File: src/rtl/uart_tx_pkg.sv
// Shared UART TX encodings: FSM state codes and TX output mux selects.
package uart_tx_pkg;

  typedef logic [2:0] state_t;

  localparam state_t ST_IDLE   = 3'd0;
  localparam state_t ST_START  = 3'd1;
  localparam state_t ST_DATA   = 3'd2;
  localparam state_t ST_PARITY = 3'd3;
  localparam state_t ST_STOP   = 3'd4;
  localparam state_t ST_STOP2  = 3'd5;

  // 3'b000 is deliberately left unused so a stuck-low select is visible on the line.
  localparam logic [2:0] MUX_SEL_START  = 3'b111;
  localparam logic [2:0] MUX_SEL_STOP   = 3'b001;
  localparam logic [2:0] MUX_SEL_DATA   = 3'b010;
  localparam logic [2:0] MUX_SEL_PARITY = 3'b011;

endpackage

File: src/rtl/uart_tx_bitcnt.sv
// Data-bit counter for the UART TX sequencer: synchronous clear, increment, last-bit flag.
// Flags are combinational from the count; clear has priority over increment.
module uart_tx_bitcnt #(
  parameter int DATA_WIDTH = 8,
  parameter int CNT_WIDTH  = 3
) (
  input  logic CLK,
  input  logic RST,
  input  logic clear,
  input  logic incr,
  output logic last_bit,
  output logic past_end
);

  localparam logic [CNT_WIDTH-1:0] LAST = CNT_WIDTH'(DATA_WIDTH - 1);

  logic [CNT_WIDTH-1:0] cnt;

  always_ff @(posedge CLK or posedge RST) begin
    if (RST) begin
      cnt <= '0;
    end else if (clear) begin
      cnt <= '0;
    end else if (incr) begin
      cnt <= cnt + CNT_WIDTH'(1);
    end
  end

  assign last_bit = (cnt == LAST);
  // Only reachable through a corrupted count; the FSM uses it to bail out to STOP.
  assign past_end = (cnt > LAST);

endmodule

File: src/rtl/uart_tx_ctrl.sv
// UART TX frame sequencer: one bit per CLK, ack is combinational, start bit reaches TX_OUT 2 cycles after ack.
// Requests are held off (no ack) outside IDLE/final stop; optional second stop bit under UART_TX_CTRL_STOP2_EN.
module uart_tx_ctrl
  import uart_tx_pkg::*;
#(
  parameter int DATA_WIDTH = 8,
  parameter int CNT_WIDTH  = 3
) (
  input  logic       CLK,
  input  logic       RST,
  input  logic       data_valid,
  input  logic       par_en,
`ifdef UART_TX_CTRL_STOP2_EN
  input  logic       stop2,
`endif
  output logic       data_ack,
  output logic       ser_shift,
  output logic [2:0] mux_sel,
  output logic       busy
);

  state_t state_q, state_d;
  logic   par_q;
  logic   final_stop;
  logic   last_bit, past_end;
  logic   cnt_clr, cnt_inc;

`ifdef UART_TX_CTRL_STOP2_EN
  logic stop2_q;

  always_ff @(posedge CLK or posedge RST) begin
    if (RST) begin
      stop2_q <= 1'b0;
    end else if (data_ack) begin
      stop2_q <= stop2;
    end
  end

  assign final_stop = ((state_q == ST_STOP) && !stop2_q) || (state_q == ST_STOP2);
`else
  assign final_stop = (state_q == ST_STOP);
`endif

  // Reset gating keeps ack low even while RST is held with a request pending.
  assign data_ack = data_valid && !RST && ((state_q == ST_IDLE) || final_stop);
  assign cnt_inc  = (state_q == ST_DATA);
  assign cnt_clr  = data_ack || (cnt_inc && (last_bit || past_end));

  uart_tx_bitcnt #(
    .DATA_WIDTH(DATA_WIDTH),
    .CNT_WIDTH (CNT_WIDTH)
  ) u_bitcnt (
    .CLK     (CLK),
    .RST     (RST),
    .clear   (cnt_clr),
    .incr    (cnt_inc),
    .last_bit(last_bit),
    .past_end(past_end)
  );

  always_comb begin
    state_d = state_q;
    case (state_q)
      ST_IDLE:   if (data_valid) state_d = ST_START;
      ST_START:  state_d = ST_DATA;
      ST_DATA: begin
        if (past_end)      state_d = ST_STOP;
        else if (last_bit) state_d = par_q ? ST_PARITY : ST_STOP;
      end
      ST_PARITY: state_d = ST_STOP;
`ifdef UART_TX_CTRL_STOP2_EN
      ST_STOP: begin
        if (stop2_q)         state_d = ST_STOP2;
        else if (data_valid) state_d = ST_START;
        else                 state_d = ST_IDLE;
      end
      ST_STOP2:  state_d = data_valid ? ST_START : ST_IDLE;
`else
      ST_STOP:   state_d = data_valid ? ST_START : ST_IDLE;
`endif
      default:   state_d = ST_IDLE;
    endcase
  end

  always_ff @(posedge CLK or posedge RST) begin
    if (RST) begin
      state_q <= ST_IDLE;
      par_q   <= 1'b0;
    end else begin
      state_q <= state_d;
      if (data_ack) par_q <= par_en;
    end
  end

  always_comb begin
    mux_sel   = MUX_SEL_STOP;
    busy      = 1'b1;
    ser_shift = 1'b0;
    case (state_q)
      ST_IDLE:   busy = 1'b0;
      ST_START:  mux_sel = MUX_SEL_START;
      ST_DATA: begin
        mux_sel   = MUX_SEL_DATA;
        ser_shift = 1'b1;
      end
      ST_PARITY: mux_sel = MUX_SEL_PARITY;
      ST_STOP:   mux_sel = MUX_SEL_STOP;
      ST_STOP2:  mux_sel = MUX_SEL_STOP;
      default:   busy = 1'b0;
    endcase
  end

endmodule
File: config.mk
export PLATFORM = sky130hd
export DESIGN_NAME = uart_tx_ctrl
export DESIGN_NICKNAME = d
export VERILOG_FILES = /design/src/rtl/uart_tx_pkg.sv /design/src/rtl/uart_tx_bitcnt.sv /design/src/rtl/uart_tx_ctrl.sv
export SDC_FILE = /design/constraint.sdc
export NUM_CORES = 1
export LEC_CHECK = 0
export ABC_CLOCK_PERIOD_IN_PS = 2000
export BUFFER_PORTS_ARGS = -buffer_cell sky130_fd_sc_hd__buf_2
export CAP_MARGIN = 20
export CORE_AREA = 3 3 40 42
export DETAILED_ROUTE_END_ITERATION = 16
export DIE_AREA = 0 0 43 45
export PLACE_DENSITY = 0.61
export SYNTH_ARGS = -nofsm -noshare
export SYNTH_HDL_FRONTEND = slang
export SYNTH_HIERARCHICAL = 1
export SYNTH_SLANG_ARGS = --single-unit
File: constraint.sdc
create_clock -name CLK -period 2 [get_ports CLK]
set_input_delay 0.2 -clock CLK [delete_from_list [all_inputs] [get_ports CLK]]
set_output_delay 0.2 -clock CLK [all_outputs]
set_load 0.01 [all_outputs]
==> impl_metrics.env <==
export IMPL_crit_type="flip-flop to primary output"
export IMPL_cts_tree="yes"
export IMPL_cts_made_buffers=3
export IMPL_post_cts_resized=0
export IMPL_io_buffers=9
export IMPL_power_ir_vdd_worst_mv=0.644
export IMPL_core_sq_mm=0.00128
export IMPL_async_reset_ff_share_pct=100
export IMPL_rsz0062_at_grt="false"
export IMPL_worstSetupEndpointType="primary output"
export IMPL_vias=323
export IMPL_dieArea_sq_mm=0.00194
export IMPL_clockBufferDepth=2
export IMPL_synth_area_sq_um=429
export IMPL_p_total_mw=0.733
export IMPL_yosys_area_top_type="dfrtp_1"
export IMPL_slew_headroom_pct=78.4
export IMPL_power_frac_seq_pct=38.0
export IMPL_num_antenna_cells=0
export IMPL_syn_num_nets=45
export IMPL_ys_types=21
export IMPL_grt_pass1_vias=299
export IMPL_globalRouteOverflowTotal=0
export IMPL_viasPerCell=4.82
export IMPL_synth_edf_count=0
export IMPL_synth_top_family_by_area="simple AND/OR/NAND/NOR gates"
export IMPL_synth_mux_area_share_pct=8.16
export IMPL_antenna_found_initial=0
export IMPL_startpoint_type="flip-flop"
export IMPL_dr_pass1_iters=4
export IMPL_yosys_register_bits=7
export IMPL_synth_cells=39
export IMPL_dpl_hpwl_microns=593
export IMPL_grt_max_degree=10
export IMPL_skew_ps=6.93
export IMPL_drc=0
export IMPL_synth_xor_area_share_pct=2.04
export IMPL_ys_seq_area_share_pct=40.8
export IMPL_drt_initial_drc_count=3
export IMPL_worstSkewPairLatency_ps=250
export IMPL_power_frac_comb_pct=44.9
export IMPL_ys_flop_type="dfrtp_1"
export IMPL_fmax_mhz=571
export IMPL_critPathMaxFanout=9
export IMPL_finalSetupViolCount=0
export IMPL_rows=13
export IMPL_pwr_share_clk_pct=17.2
export IMPL_drv_slew=0
export IMPL_p_int_mw=0.455
export IMPL_clock_root_buffer="clkbuf_4"
export IMPL_worst_ep_arrival_time_ps=1550
export IMPL_clkSinkCount=7
export IMPL_fin_crit_ps=1750
export IMPL_switching_share_pct=38.0
export IMPL_status="completed"
export IMPL_area_growth_pct=20.7
export IMPL_synth_simple_area_share_pct=27.7
export IMPL_setup_slack_ps=250
export IMPL_nNetsFinal=59
export IMPL_p_leak_nw=0.269
export IMPL_place_congestion=0.714
export IMPL_ys_top_cells_by_area="dfrtp_1, nor2_1, ha_1"
export IMPL_drt_wl_total_microns=735
export IMPL_power_density_mw_per_mm2=1420
export IMPL_cts_max_level=1
export IMPL_grt_use_total_pct=9.22
export IMPL_hold_viol=0
export IMPL_grt_pass1_wl_microns=1260
export IMPL_synth_compound_area_share_pct=9.33
export IMPL_tightest_slew_ps=324
export IMPL_yosysTopAreaCellShare_pct=40.8
export IMPL_tns_ps=0
export IMPL_post_place_ws_ps=469
export IMPL_clkTransAtPathRegs_ps=50
export IMPL_min_period_over_period_pct=87.5
export IMPL_critPathRequiredTime_ps=1800
export IMPL_fp_dieW_microns=43
export IMPL_fp_dieH_microns=45
export IMPL_drv_cap=0
export IMPL_avgSynthCellArea_sq_um=11.0
export IMPL_p_switching_mw=0.278
export IMPL_wl_per_cell_microns=11.0
export IMPL_ys_warnings_count=6
export IMPL_hold_class="primary input to flip-flop"
export IMPL_ant_nets=0
export IMPL_drive_gt1_share_pct=32.7
export IMPL_initial_utilization_pct=33.4
export IMPL_io_pins=10
export IMPL_synth_fa_ha_area_share_pct=5.83
[Yosys cell counts, drive strengths merged, types with 2 or more instances]
cell type  instances
inv                4
dfrtp              7
ha                 2
mux2i              2
a21oi              2
nor2               7
[per-layer routing]
| metal | vias up | GRT usage, % | wire length, microns |
|---|---|---|---|
| met5 | - | 0 | 0 |
| met4 | 0 | 1.81 | 0 |
| met3 | 0 | 7.17 | 70 |
| met2 | 11 | 14.7 | 311 |
| met1 | 152 | 9.83 | 353 |
| li1 | 160 | - | - |
[power by group through the flow]
stage / Sequential, mW / Clock [mW] / Combinational (mW)
after floorplan: 0.243 / 0 / 0.292
after global placement: 0.279 / 0 / 0.333
after detailed placement: 0.281 / 0 / 0.332
after CTS: 0.280 / 0.136 / 0.334
after global routing: 0.289 / 0.148 / 0.369
final: 0.278 / 0.126 / 0.329
[layout by cell type, fill, tap and decap left out]
master         Yosys  routed
a21oi_1            2       2
a22o_1             1       1
a41o_1             1       1
and4b_1            1       1
buf_2              0       9
clkbuf_1           0       1
clkbuf_4           0       3
dfrtp_1            7       7
dlygate4sd3_1      0       1
ha_1               2       2
inv_1              4       4
mux2_4             1       1
mux2i_1            2       2
nand2b_1           1       1
nor2_1             7       7
nor2b_1            1       1
nor3_1             1       1
nor3b_2            1       1
nor4b_4            1       1
nor4bb_1           1       1
o21bai_2           1       1
or2b_1             1       1
or3b_4             1       1
xnor2_1            1       1
[stage by stage]
| stage | hold WS [ps] | util, % | instances | area (sq um) |
|---|---|---|---|---|
| after floorplan | -46.4 | - | 39 | 429 |
| after global routing | 164 | 40.3 | 67 | 518 |
| after detailed placement | 115 | 37.5 | 62 | 482 |
| after global placement | 113 | 37.5 | 62 | 482 |
| after CTS | 163 | 40.3 | 67 | 518 |
| final | 177 | 40.3 | 67 | 518 |
[cell families after synthesis]
| group | Yosys count |
|---|---|
| xor+xnor | 1 |
| buf+inv | 5 |
| flops | 7 |
| fa+ha+maj | 2 |
| mux | 3 |
| compound gates | 5 |
| simple gates | 16 |
[worst max-delay path, stage by stage (launching register included)]
cell	delay, ps
dfrtp_1	530
or3b_4	440
inv_1	170
buf_2	160
[cell type report]
| type | instances | area, sq um |
|---|---|---|
| flip-flops and latches | 7 | 175 |
| clock buffers | 4 | 26.3 |
| repair buffers | 10 | 55.1 |
| multi-input cells | 27 | 228 |
| fillers | 139 | 767 |
| inverters | 4 | 15.0 |
| well taps | 15 | 18.8 |
[sequential cells by signal, indices dropped and copies added (netlist names)]
register      count
state_q           3
u_bitcnt/cnt      3
par_q             1
[final timing paths]
check | from | endpoint | slack, ps | cells after the start
setup / recovery | state_q[1] | ser_shift | 250 | 3
hold / removal | par_en | par_q | 180 | 2
setup reg to reg | u_bitcnt/cnt[0] | u_bitcnt/cnt[1] | 480 | 6
hold reg to reg | par_q | par_q | 540 | 1
max in group asynchronous | RST | state_q[1] | 1430 | 3
min in group asynchronous | RST | u_bitcnt/cnt[2] | 410 | 3
[repair_timing]
action,CTS,global route
hold buffers,1,0
endpoints found under the hold margin,7,0
setup buffers,0,0
Power figures use the tool's default switching activity.
